<file path="config.mk">
export PLATFORM = sky130hd
export DESIGN_NAME = donut_ray_sequencer
export DESIGN_NICKNAME = d
export VERILOG_FILES = /design/src/rtl/donut_pkg.sv /design/src/rtl/donut_shade_quant.sv /design/src/rtl/donut_ray_sequencer.sv
export SDC_FILE = /design/constraint.sdc
export NUM_CORES = 1
export LEC_CHECK = 0
export BUFFER_PORTS_ARGS = -buffer_cell sky130_fd_sc_hd__buf_2
export CAP_MARGIN = 20
export CORE_MARGIN = 2
export CORE_UTILIZATION = 25
export CTS_CLUSTER_DIAMETER = 100
export DETAILED_ROUTE_END_ITERATION = 12
export SLEW_MARGIN = 5
export SYNTH_ARGS = -nofsm -noshare
export SYNTH_HDL_FRONTEND = slang
export SYNTH_HIERARCHICAL = 1
export SYNTH_SLANG_ARGS = --single-unit
</file>
<file path="constraint.sdc">
create_clock -name clk -period 2 [get_ports clk]
set_input_delay 0.2 -clock clk [delete_from_list [all_inputs] [get_ports clk]]
set_output_delay 0.2 -clock clk [all_outputs]
set_load 0.05 [all_outputs]
</file>
<file path="src/rtl/donut_pkg.sv">
// Shared definitions for the donut ray sequencer and its shade quantiser:
// shade width and fixed shade levels, the light saturation point, the ray
// direction payload handed to donuthit and the sequencer FSM encoding.
package donut_pkg;

    localparam int unsigned SHADE_W = 6;
    localparam int unsigned RAY_W   = 16;

    localparam logic [SHADE_W-1:0] SHADE_MISS    = SHADE_W'(0);
    localparam logic [SHADE_W-1:0] SHADE_AMBIENT = SHADE_W'(1);
    localparam logic [SHADE_W-1:0] SHADE_MAX     = SHADE_W'(63);

    // Light at or above this value saturates to SHADE_MAX.
    localparam logic signed [RAY_W-1:0] LIGHT_SAT = 16'sd16384;

    // Ray direction presented to donuthit.
    typedef struct packed {
        logic signed [RAY_W-1:0] rx;
        logic signed [RAY_W-1:0] ry;
        logic signed [RAY_W-1:0] rz;
    } ray_t;

    typedef enum logic [1:0] {
        ST_IDLE   = 2'd0,
        ST_LAUNCH = 2'd1,
        ST_MARCH  = 2'd2,
        ST_EMIT   = 2'd3
    } state_t;

endpackage

</file>
<file path="src/rtl/donut_shade_quant.sv">
// Combinational hit/light -> 6-bit shade quantiser (shared with the palette stage).
// Ports:
//   i_hit      in   1   donuthit hit flag
//   i_light    in   16s donuthit light intensity
//   o_shade_c  out  6   quantised shade (combinational)
module donut_shade_quant
    import donut_pkg::*;
(
    input  logic                    i_hit,
    input  logic signed [RAY_W-1:0] i_light,
    output logic [SHADE_W-1:0]      o_shade_c
);

    logic [SHADE_W-1:0] w_frac;

    // Light is Q-ish with 256 counts per shade step below saturation.
    assign w_frac = i_light[13:8];

    always_comb begin
        o_shade_c = SHADE_MISS;
        if (!i_hit) begin
            o_shade_c = SHADE_MISS;
        end else if (i_light <= 16'sd0) begin
            o_shade_c = SHADE_AMBIENT;
        end else if (i_light >= LIGHT_SAT) begin
            o_shade_c = SHADE_MAX;
        end else if (w_frac == '0) begin
            // Faint but lit surfaces never drop below the ambient floor.
            o_shade_c = SHADE_AMBIENT;
        end else begin
            o_shade_c = w_frac;
        end
    end

endmodule

</file>
<file path="src/rtl/donut_ray_sequencer.sv">
// Per-scanline ray issuer/collector around donuthit. For each pixel it
// presents a ray, pulses hit_start, waits ITERS march clocks, quantises the
// hit/light result and offers it downstream over valid/ready.
// Ports:
//   clk, rst_n                 clock, async active-low reset
//   line_start                 begin (or restart) a line; latches rx0/drx/ry_in/rz_in
//   rx0, drx, ry_in, rz_in     line ray setup (16-bit signed)
//   hit_start                  one-cycle start pulse to donuthit
//   rx, ry, rz                 ray direction to donuthit
//   hit, light                 donuthit result
//   shade, pix_idx             pixel result and its index
//   shade_valid, shade_ready   downstream handshake
//   line_done                  pulse after the last pixel is accepted
//   busy                       high whenever a line is in progress
module donut_ray_sequencer
    import donut_pkg::*;
#(
    parameter int unsigned PIX_PER_LINE = 160,
    parameter int unsigned ITERS        = 8,
    parameter int unsigned PIXW         = 8
) (
    input  logic                    clk,
    input  logic                    rst_n,
    input  logic                    line_start,
    input  logic signed [RAY_W-1:0] rx0,
    input  logic signed [RAY_W-1:0] drx,
    input  logic signed [RAY_W-1:0] ry_in,
    input  logic signed [RAY_W-1:0] rz_in,
    output logic                    hit_start,
    output logic signed [RAY_W-1:0] rx,
    output logic signed [RAY_W-1:0] ry,
    output logic signed [RAY_W-1:0] rz,
    input  logic                    hit,
    input  logic signed [RAY_W-1:0] light,
    output logic [SHADE_W-1:0]      shade,
    output logic [PIXW-1:0]         pix_idx,
    output logic                    shade_valid,
    input  logic                    shade_ready,
    output logic                    line_done,
    output logic                    busy
);

    localparam int unsigned     ITW       = $clog2(ITERS) + 1;
    localparam logic [ITW-1:0]  LAST_ITER = ITW'(ITERS - 1);
    localparam logic [PIXW-1:0] LAST_PIX  = PIXW'(PIX_PER_LINE - 1);

    state_t                  r_state,     w_state_nxt;
    ray_t                    r_ray,       w_ray_nxt;
    logic signed [RAY_W-1:0] r_drx,       w_drx_nxt;
    logic [ITW-1:0]          r_iter,      w_iter_nxt;
    logic [PIXW-1:0]         r_pix,       w_pix_nxt;
    logic [SHADE_W-1:0]      r_shade,     w_shade_nxt;
    logic                    r_valid,     w_valid_nxt;
    logic                    r_line_done, w_line_done_nxt;
    logic                    r_hit_start, w_hit_start_nxt;
    logic                    r_busy,      w_busy_nxt;
    logic [SHADE_W-1:0]      w_shade_c;

    donut_shade_quant u_quant (
        .i_hit     (hit),
        .i_light   (light),
        .o_shade_c (w_shade_c)
    );

    // State and datapath registers.
    always_ff @(posedge clk or negedge rst_n) begin
        if (!rst_n) begin
            r_state     <= ST_IDLE;
            r_ray       <= '0;
            r_drx       <= '0;
            r_iter      <= '0;
            r_pix       <= '0;
            r_shade     <= '0;
            r_valid     <= 1'b0;
            r_line_done <= 1'b0;
            r_hit_start <= 1'b0;
            r_busy      <= 1'b0;
        end else begin
            r_state     <= w_state_nxt;
            r_ray       <= w_ray_nxt;
            r_drx       <= w_drx_nxt;
            r_iter      <= w_iter_nxt;
            r_pix       <= w_pix_nxt;
            r_shade     <= w_shade_nxt;
            r_valid     <= w_valid_nxt;
            r_line_done <= w_line_done_nxt;
            r_hit_start <= w_hit_start_nxt;
            r_busy      <= w_busy_nxt;
        end
    end

    // Next-state and next-output logic; line_start overrides every state.
    always_comb begin
        w_state_nxt     = r_state;
        w_ray_nxt       = r_ray;
        w_drx_nxt       = r_drx;
        w_iter_nxt      = r_iter;
        w_pix_nxt       = r_pix;
        w_shade_nxt     = r_shade;
        w_valid_nxt     = r_valid;
        w_line_done_nxt = 1'b0;

        unique case (r_state)
            ST_IDLE: begin
                w_state_nxt = ST_IDLE;
            end
            ST_LAUNCH: begin
                w_iter_nxt  = '0;
                w_state_nxt = ST_MARCH;
            end
            ST_MARCH: begin
                w_iter_nxt = r_iter + 1'b1;
                if (r_iter == LAST_ITER) begin
                    w_shade_nxt = w_shade_c;
                    w_valid_nxt = 1'b1;
                    w_state_nxt = ST_EMIT;
                end
            end
            ST_EMIT: begin
                if (shade_ready) begin
                    w_valid_nxt = 1'b0;
                    if (r_pix == LAST_PIX) begin
                        w_line_done_nxt = 1'b1;
                        w_state_nxt     = ST_IDLE;
                    end else begin
                        w_pix_nxt    = r_pix + 1'b1;
                        w_ray_nxt.rx = r_ray.rx + r_drx;
                        w_state_nxt  = ST_LAUNCH;
                    end
                end
            end
            default: begin
                w_state_nxt = ST_IDLE;
            end
        endcase

        // A new line aborts whatever is in flight, including a final accept.
        if (line_start) begin
            w_ray_nxt       = '{rx: rx0, ry: ry_in, rz: rz_in};
            w_drx_nxt       = drx;
            w_pix_nxt       = '0;
            w_iter_nxt      = '0;
            w_valid_nxt     = 1'b0;
            w_line_done_nxt = 1'b0;
            w_state_nxt     = ST_LAUNCH;
        end
    end

    // hit_start is high exactly while the FSM sits in LAUNCH.
    assign w_hit_start_nxt = (w_state_nxt == ST_LAUNCH);
    assign w_busy_nxt      = (w_state_nxt != ST_IDLE);

    assign hit_start   = r_hit_start;
    assign rx          = r_ray.rx;
    assign ry          = r_ray.ry;
    assign rz          = r_ray.rz;
    assign shade       = r_shade;
    assign pix_idx     = r_pix;
    assign shade_valid = r_valid;
    assign line_done   = r_line_done;
    assign busy        = r_busy;

endmodule

</file>
==> results of run 1 <==
kinds of logic (layout without fill, tap and decap cells):
| group | count (synthesis) | after routing | synth area share (%) |
|---|---|---|---|
| adders and majority gates | 18 | 18 | 5.32 |
| buffers and inverters | 25 | 247 | 2.37 |
| and+or+nand+nor | 105 | 105 | 12.3 |
| muxes | 61 | 61 | 15.5 |
| AOI/OAI and AO/OA | 76 | 76 | 11.3 |
| DFF | 88 | 88 | 50.3 |
| xor gates and xnor gates | 15 | 15 | 3.00 |
cell usage in the layout, fill, tap and decap left out, types with 10 or more instances in the layout:
cell type | netlist | layout
sky130_fd_sc_hd__dfrtp_1 | 88 | 66
sky130_fd_sc_hd__nand3_1 | 10 | 10
sky130_fd_sc_hd__buf_4 | 0 | 74
sky130_fd_sc_hd__nor2_1 | 32 | 31
sky130_fd_sc_hd__clkbuf_16 | 0 | 10
sky130_fd_sc_hd__mux2_2 | 54 | 54
sky130_fd_sc_hd__a21oi_1 | 19 | 12
sky130_fd_sc_hd__nand2_1 | 27 | 25
sky130_fd_sc_hd__dfrtp_2 | 0 | 22
sky130_fd_sc_hd__buf_2 | 2 | 140
timing repair:
item,CTS,global route
pin swaps,10,15
setup endpoints to repair,17,24
hold endpoints to repair,18,0
gates cloned,0,1
setup buffers,2,15
hold buffers,1,0
gates resized for setup,21,35
Yosys cell counts (all sizes together) (2+ instances only):
library cell	instances
nor3	4
inv	8
o31ai	3
buf	6
nor2	32
nor2b	3
o21a	2
and3	3
xor2	7
o41ai	2
nand2b	4
clkbuf	11
a211oi	3
o21ai	18
xnor2	8
and2	3
ha	17
nand3	10
a21o	4
nand3b	2
dfrtp	88
o22ai	5
a21oi	19
a22oi	3
a2111oi	2
mux2	54
or3	5
mux2i	7
a211o	3
a31oi	4
nor4	3
nand2	29
a32oi	2
nand4	3
sequential cells by signal, summed over array words and instances (netlist names):
name         flops
ry              16
shade            6
pix_idx          8
r_state          2
hit_start        1
rx              16
busy             1
shade_valid      1
rz              16
r_drx           16
r_iter           4
line_done        1
power groups by stage:
stage                     logic, uW  registers [uW]  clock network (uW)
final                          3380            2210                1760
after global placement         3000            2220                   0
after global routing           3650            2240                1900
after CTS                      3120            2200                1820
after floorplan                1230            2930                   0
after detailed placement       3030            2230                   0
cell type report:
class | instances | area [um^2] | share of cell area, %
clock buffers | 10 | 239 | 3.60
well taps | 225 | 282 | 4.24
inverters | 8 | 33.8 | 0.508
multi-input cells | 275 | 2390 | 36.0
repair buffers | 223 | 1400 | 21.1
flip-flops and latches | 88 | 2230 | 33.6
clock inverters | 6 | 68.8 | 1.04
how the worst max path moves through the flow:
stage / slack [ns] / startpoint / cells past startpoint / to
floorplan: -0.18 / rx[11] / 9 / rx[15]
global placement: -0.17 / pix_idx[5] / 9 / pix_idx[0]
detailed placement: -0.19 / rx[10] / 8 / rx[15]
CTS: -0.19 / r_drx[12] / 8 / rx[15]
global route: -0.29 / pix_idx[6] / 10 / pix_idx[2]
finish: -0.15 / pix_idx[6] / 10 / pix_idx[2]
worst reg2reg max path, cell delays in order (launching register included):
cell	delay, ns
sky130_fd_sc_hd__dfrtp_2	0.42
sky130_fd_sc_hd__nor4bb_4	0.29
sky130_fd_sc_hd__nand4_1	0.17
sky130_fd_sc_hd__a311oi_2	0.36
sky130_fd_sc_hd__inv_2	0.09
sky130_fd_sc_hd__nand2_4	0.09
sky130_fd_sc_hd__clkinvlp_4	0.18
sky130_fd_sc_hd__buf_4	0.19
sky130_fd_sc_hd__nand2_2	0.05
sky130_fd_sc_hd__xor2_1	0.13
sky130_fd_sc_hd__nor2_1	0.05
layer usage:
layer  vias up  global-route usage (%)  wire [um]
li1       1837                       -          -
met1      1866                    16.8       5480
met2        91                    23.0       6330
met3         7                    3.43        495
met4         0                    3.94        116
met5         -                       0          0
metrics by stage:
step / setup WS (ns) / instances / cell area, um^2 / utilization (%) / setup TNS, ns
finish: -0.147 / 835 / 6640 / 38.5 / -1.78
global route: -0.290 / 835 / 6640 / 38.5 / -4.14
CTS: -0.194 / 820 / 6360 / 36.9 / -1.50
detailed placement: -0.189 / 801 / 5940 / 34.4 / -1.52
global placement: -0.171 / 801 / 5940 / 34.4 / -1.62
floorplan: -0.179 / 388 / 4510 / - / -0.534
==> impl_metrics.prom, run 1 <==
# TYPE chip_impl_metric gauge
chip_impl_info{name="status",value="finished, violations left"} 1
chip_impl_info{name="failed_checks",value="setup timing"} 1
chip_impl_metric{name="total_power",unit="uW"} 7340
chip_impl_metric{name="finalSetupViolations",unit=""} 19
chip_impl_metric{name="synth-seq-cells",unit=""} 88
chip_impl_metric{name="share_of_the_synthesized_area_in_the_top_cell_type",unit="%"} 50.3
chip_impl_info{name="setup.worst_path.end_class",value="register"} 1
chip_impl_metric{name="layout_nets",unit=""} 708
chip_impl_metric{name="worst-slew-pin-transition",unit="ns"} 0.764
chip_impl_metric{name="power.ir.vdd_worst",unit="V"} 0.000527
chip_impl_metric{name="wire_length_of_the_first_global_routing_pass",unit="um"} 19500
chip_impl_metric{name="post-route-min-period",unit="ns"} 2.15
chip_impl_metric{name="cellPowerDensity",unit="mW/mm^2"} 1100
chip_impl_metric{name="grt.total_usage",unit="%"} 13.5
chip_impl_metric{name="max_fo_critical_path",unit=""} 6
chip_impl_metric{name="p_sw_share",unit="%"} 38.8
chip_impl_info{name="postSynth.topFlopCell",value="sky130_fd_sc_hd__dfrtp_1"} 1
chip_impl_info{name="r2r-end",value="pix_idx[2]"} 1
chip_impl_metric{name="timing_max_transition_violations_final",unit=""} 0
chip_impl_metric{name="power.share.combinational",unit="%"} 46.0
chip_impl_metric{name="clk-insertion-delay-late",unit="ns"} 0.35
chip_impl_metric{name="initial_cell_density_of_the_core",unit="%"} 25.4
chip_impl_metric{name="share_clk_of_total_power",unit="%"} 23.9
chip_impl_info{name="hold_path_start",value="drx[6]"} 1
chip_impl_metric{name="post_route_hold_slack",unit="ns"} 0.0801
chip_impl_metric{name="critical_path_required",unit="ns"} 2.23
chip_impl_metric{name="vias",unit=""} 3801
chip_impl_metric{name="final-hold-violation-count",unit=""} 0
chip_impl_metric{name="hold-path-cell-count",unit=""} 2
chip_impl_metric{name="clock_tree.buffer_depth",unit=""} 2
chip_impl_metric{name="fmaxAchievable",unit="GHz"} 0.466
chip_impl_info{name="critical_path.reg2reg.startpoint",value="pix_idx[6]"} 1
chip_impl_metric{name="synth_enable_flop_cells",unit=""} 0
chip_impl_metric{name="worst_path_largest_cell_delay",unit="ns"} 0.42
chip_impl_metric{name="drt-wirelength-per-cell",unit="um"} 14.9
chip_impl_info{name="start_kind",value="register"} 1
chip_impl_metric{name="drtPass1Iterations",unit=""} 5
chip_impl_metric{name="final.fill_count",unit=""} 1706
chip_impl_info{name="hold-path-endpoint",value="r_drx[6]"} 1
chip_impl_metric{name="drt_first_iter_violations",unit=""} 163
chip_impl_metric{name="timing.reg2reg.worst_path_depth",unit=""} 10
chip_impl_metric{name="fp-row-count",unit=""} 48
chip_impl_info{name="tritoncts",value="done"} 1
chip_impl_info{name="yosysTopAreaCell",value="sky130_fd_sc_hd__dfrtp_1"} 1
chip_impl_metric{name="area_growth",unit="%"} 51.8
chip_impl_metric{name="yosys_warnings",unit=""} 6
chip_impl_metric{name="worst_setup_hold_path_clk_slew",unit="ns"} 0.07
chip_impl_info{name="cpMaxStageDelayCell",value="sky130_fd_sc_hd__dfrtp_2"} 1
chip_impl_metric{name="floorplan.io_pins",unit=""} 151
chip_impl_metric{name="totalWireLength",unit="um"} 12400
chip_impl_metric{name="cp.buffers_inverters",unit=""} 3
chip_impl_metric{name="share_of_total_power_in_sequential_cells",unit="%"} 30.1
chip_impl_info{name="crit_path_cell_trace",value="nor4bb_4 > nand4_1 > a311oi_2 > inv_2 > nand2_4 > clkinvlp_4 > buf_4 > nand2_2 > xor2_1 > nor2_1"} 1
chip_impl_metric{name="max-slew-margin-rel",unit="%"} 49.0
chip_impl_metric{name="cp_data_arrival_time",unit="ns"} 2.38
chip_impl_metric{name="number_of_sinks_handled_by_clock_tree_synthesis",unit=""} 88
chip_impl_metric{name="maxCapViolations",unit=""} 0
chip_impl_metric{name="internal-power",unit="uW"} 4490
chip_impl_metric{name="detailed_placement_hpwl",unit="um"} 9140
chip_impl_metric{name="final_clock_period_utilization_by_the_worst_path",unit="%"} 107
chip_impl_metric{name="post_route_cells_drive_above_1_share",unit="%"} 59.5
chip_impl_info{name="path_delay_family",value="simple AND/OR/NAND/NOR gates"} 1
chip_impl_info{name="synth_top_cells_by_area",value="sky130_fd_sc_hd__dfrtp_1 (50%), sky130_fd_sc_hd__mux2_2 (14%), sky130_fd_sc_hd__ha_1 (4.9%), sky130_fd_sc_hd__nor2_1 (2.7%), sky130_fd_sc_hd__nand2_1 (2.3%)"} 1
chip_impl_metric{name="syn_area_per_cell",unit="um^2"} 11.3
chip_impl_metric{name="synth_nets",unit=""} 491
chip_impl_metric{name="vias_per_cell",unit=""} 4.55
chip_impl_metric{name="place_congestion",unit=""} 0.831
chip_impl_info{name="cts.root.buffer_cell",value="sky130_fd_sc_hd__clkbuf_16"} 1
chip_impl_metric{name="reg2reg_slack",unit="ns"} -0.15
chip_impl_info{name="path_class",value="reg2reg"} 1
chip_impl_metric{name="ys_seq_area_share",unit="%"} 50.3
chip_impl_metric{name="skew",unit="ns"} 0.0105
chip_impl_metric{name="antenna_left",unit=""} 0
chip_impl_metric{name="number_of_antenna_violations_at_the_first_check_in_global_routing",unit=""} 0
chip_impl_metric{name="netlist_instances",unit=""} 388
chip_impl_metric{name="dieArea",unit="mm^2"} 0.0186
chip_impl_metric{name="netlist_area",unit="mm^2"} 0.00438
chip_impl_metric{name="cts_inserted_buffers",unit=""} 9
chip_impl_metric{name="via_count_of_the_first_global_routing_pass",unit=""} 3871
chip_impl_metric{name="cts-htree-levels",unit=""} 3
chip_impl_metric{name="yosys.cell_types.count",unit=""} 52
chip_impl_metric{name="drc_errors",unit=""} 0
chip_impl_metric{name="die_width",unit="um"} 136
chip_impl_info{name="hold_path_class",value="in2reg"} 1
chip_impl_metric{name="coreArea",unit="mm^2"} 0.0172
chip_impl_metric{name="io_port_bufs",unit=""} 142
chip_impl_metric{name="async_reset_ff_share",unit="%"} 100
chip_impl_metric{name="p_leak",unit="uW"} 0.00310
chip_impl_metric{name="die_height",unit="um"} 136
chip_impl_metric{name="p_switching",unit="uW"} 2850
chip_impl_metric{name="globalRouteOverflowTotal",unit=""} 0
chip_impl_metric{name="num_antenna_cells",unit=""} 0
chip_impl_info{name="rsz0062_at_grt",value="true"} 1
chip_impl_metric{name="pin_count_of_the_biggest_net_entering_global_routing",unit=""} 50
chip_impl_metric{name="worst_slack",unit="ns"} -0.147
No activity file was read; power rests on OpenSTA's default activity.
==> inputs of run 2 (changes only) <==
TNS_END_PERCENT = 20   (was not set)
==> run 2 against run 1 <==
Against the previous run:
- the run still ends with setup timing left
- worst hold slack better by 0.0020 ns
- sequential share of layout area up 0.27 points
- fmax down 1.7%
- critical endpoint is now rx[14]
==> impl_metrics.prom, run 2 (synthesis results as in run 1) <==
# TYPE chip_impl_metric gauge
chip_impl_metric{name="p_leak",unit="uW"} 0.00311
chip_impl_metric{name="dieArea",unit="mm^2"} 0.0186
chip_impl_metric{name="fmaxAchievable",unit="GHz"} 0.458
chip_impl_metric{name="final_clock_period_utilization_by_the_worst_path",unit="%"} 109
chip_impl_metric{name="fp-row-count",unit=""} 48
chip_impl_metric{name="initial_cell_density_of_the_core",unit="%"} 25.4
chip_impl_metric{name="numPlacedInstances",unit=""} 808
chip_impl_metric{name="max-slew-margin-rel",unit="%"} 57.4
chip_impl_info{name="topRoutingLayerUsed",value="met4"} 1
chip_impl_metric{name="coreArea",unit="mm^2"} 0.0172
chip_impl_info{name="start_kind",value="register"} 1
chip_impl_metric{name="number_of_sinks_handled_by_clock_tree_synthesis",unit=""} 88
chip_impl_metric{name="cts_inserted_buffers",unit=""} 9
chip_impl_info{name="worst_setup_path_startpoint",value="r_drx[0]"} 1
chip_impl_info{name="setup.worst_path.end_class",value="register"} 1
chip_impl_metric{name="wire_length_of_the_first_global_routing_pass",unit="um"} 19200
chip_impl_metric{name="timing_max_transition_violations_final",unit=""} 0
chip_impl_info{name="r2r-end",value="rx[14]"} 1
chip_impl_metric{name="layout.cells.non_filler",unit=""} 836
chip_impl_metric{name="final-hold-violation-count",unit=""} 0
chip_impl_metric{name="drc_errors",unit=""} 0
chip_impl_info{name="endpoint",value="rx[14]"} 1
chip_impl_metric{name="number_of_antenna_violations_at_the_first_check_in_global_routing",unit=""} 1
chip_impl_info{name="cpMaxStageDelayCell",value="sky130_fd_sc_hd__dfrtp_1"} 1
chip_impl_metric{name="cp_data_arrival_time",unit="ns"} 2.42
chip_impl_info{name="status",value="finished, violations left"} 1
chip_impl_metric{name="wl_met3",unit="um"} 553
chip_impl_metric{name="cellPowerDensity",unit="mW/mm^2"} 1130
chip_impl_metric{name="hold-path-cell-count",unit=""} 2
chip_impl_metric{name="io_port_bufs",unit=""} 142
chip_impl_info{name="most_frequent_standard_cell_in_the_layout_excluding_fill_and_tap_cells",value="sky130_fd_sc_hd__buf_2"} 1
chip_impl_metric{name="detailed_placement_hpwl",unit="um"} 9000
chip_impl_metric{name="pin_count_of_the_biggest_net_entering_global_routing",unit=""} 47
chip_impl_metric{name="grt.total_usage",unit="%"} 13.3
chip_impl_metric{name="die_height",unit="um"} 136
chip_impl_metric{name="worst_path_largest_cell_delay",unit="ns"} 0.41
chip_impl_metric{name="wl_met2",unit="um"} 6010
chip_impl_info{name="crit_path_cell_trace",value="ha_4 > fa_2 > a21oi_2 > nor2_2 > or3_4 > a31oi_4 > o31ai_2 > mux2i_1 > nor2_1"} 1
chip_impl_metric{name="critical_path_required",unit="ns"} 2.24
chip_impl_metric{name="power.ir.vdd_worst",unit="V"} 0.000621
chip_impl_metric{name="drtPass1Iterations",unit=""} 4
chip_impl_metric{name="globalRouteOverflowTotal",unit=""} 0
chip_impl_metric{name="reg2reg_slack",unit="ns"} -0.18
chip_impl_metric{name="timing.reg2reg.worst_path_depth",unit=""} 9
chip_impl_metric{name="skew",unit="ns"} 0.0105
chip_impl_metric{name="max_fo_critical_path",unit=""} 3
chip_impl_metric{name="area_growth",unit="%"} 50.3
chip_impl_info{name="cts.root.buffer_cell",value="sky130_fd_sc_hd__clkbuf_16"} 1
chip_impl_info{name="hold_path_class",value="in2reg"} 1
chip_impl_metric{name="vias",unit=""} 3823
chip_impl_metric{name="post_route_hold_slack",unit="ns"} 0.0821
chip_impl_metric{name="antenna_left",unit=""} 0
chip_impl_metric{name="layout_nets",unit=""} 708
chip_impl_metric{name="post-route-min-period",unit="ns"} 2.18
chip_impl_info{name="critical_path.reg2reg.startpoint",value="r_drx[0]"} 1
chip_impl_metric{name="totalWireLength",unit="um"} 12100
chip_impl_metric{name="post_route_cells_drive_above_1_share",unit="%"} 57.2
chip_impl_info{name="rsz0062_at_grt",value="true"} 1
chip_impl_info{name="failed_checks",value="setup timing"} 1
chip_impl_info{name="top_library_cells_by_usage_in_the_layout_fill_and_taps_aside",value="sky130_fd_sc_hd__buf_2 (140), sky130_fd_sc_hd__buf_4 (77), sky130_fd_sc_hd__dfrtp_1 (69)"} 1
chip_impl_metric{name="drt-wirelength-per-cell",unit="um"} 14.4
chip_impl_metric{name="drt_first_iter_violations",unit=""} 141
chip_impl_info{name="tritoncts",value="done"} 1
chip_impl_metric{name="die_width",unit="um"} 136
chip_impl_metric{name="worst-slew-pin-transition",unit="ns"} 0.640
chip_impl_metric{name="maxCapViolations",unit=""} 0
chip_impl_metric{name="finalSetupViolations",unit=""} 14
chip_impl_metric{name="dpl-instance-area",unit="mm^2"} 0.00599
chip_impl_metric{name="cts-htree-levels",unit=""} 3
chip_impl_metric{name="via_count_of_the_first_global_routing_pass",unit=""} 3917
chip_impl_metric{name="clock_tree.buffer_depth",unit=""} 2
chip_impl_metric{name="floorplan.io_pins",unit=""} 151
chip_impl_metric{name="place_congestion",unit=""} 0.820
chip_impl_metric{name="clk-insertion-delay-late",unit="ns"} 0.35
chip_impl_info{name="path_class",value="reg2reg"} 1
chip_impl_metric{name="met1Wirelength",unit="um"} 5260
chip_impl_metric{name="worst_setup_hold_path_clk_slew",unit="ns"} 0.07
chip_impl_metric{name="vias_per_cell",unit=""} 4.57
chip_impl_metric{name="post_route_cell_area",unit="mm^2"} 0.00658
chip_impl_metric{name="worst_slack",unit="ns"} -0.185
## run 2: per-stage QoR
step | setup TNS, ns | util (%) | power, uW | setup slack [ns]
CTS | -0.776 | 37.1 | 7380 | -0.177
finish | -1.10 | 38.2 | 7460 | -0.185
detailed placement | -1.20 | 34.7 | 5290 | -0.184
floorplan | -0.787 | - | 4150 | -0.179
global route | -3.39 | 38.2 | 7910 | -0.322
global placement | -1.42 | 34.7 | 5240 | -0.175
## run 2: area by class of cell
cell class	instances	area [um^2]
Fill cell	1685	10700
Multi-Input combinational cell	275	2310
Sequential cell	88	2230
Timing Repair Buffer	223	1370
Tap cell	225	282
Clock buffer	10	239
Clock inverter	6	116
Inverter	8	33.8
Antenna cell	1	2.50
## run 2: worst min-delay path by stage
stage	from	endpoint	slack [ns]
2_1_floorplan	rst_n	busy	-0.1
3_3_place_gp	rst_n	pix_idx[4]	0.26
3_5_place_dp	rst_n	pix_idx[3]	0.27
4_1_cts	ry_in[13]	ry[13]	0.06
5_1_grt	ry_in[10]	ry[10]	0.06
6_report	ry_in[13]	ry[13]	0.08
## run 2: layer usage
| metal | GRT usage [%] | up-vias |
|---|---|---|
| li1 | - | 1847 |
| met1 | 16.6 | 1876 |
| met2 | 21.6 | 85 |
| met3 | 3.88 | 15 |
| met4 | 5.38 | 0 |
| met5 | 0 | - |
## run 2: worst max-delay path: cells and delay by family, from the launching register on
kind / cells / cell delay (ns)
and+or+nand+nor: 3 / 0.48
DFF: 1 / 0.41
muxes: 1 / 0.15
AOI/OAI and AO/OA: 3 / 0.44
adders and majority gates: 2 / 0.58
## run 2: repair_timing
| item | in CTS | in global routing |
|---|---|---|
| setup buffers | 1 | 9 |
| setup endpoints to repair | 22 | 24 |
| gates resized for setup | 6 | 25 |
| cloned | 0 | 0 |
| hold buffers | 1 | 0 |
| hold endpoints to repair | 45 | 0 |
| pin swaps | 5 | 11 |
## run 2: where the power goes
part	leakage (uW)	switching, uW	internal (uW)
clock	0.000173	722	1260
sequential	0.00105	173	2030
combinational	0.00189	1860	1410
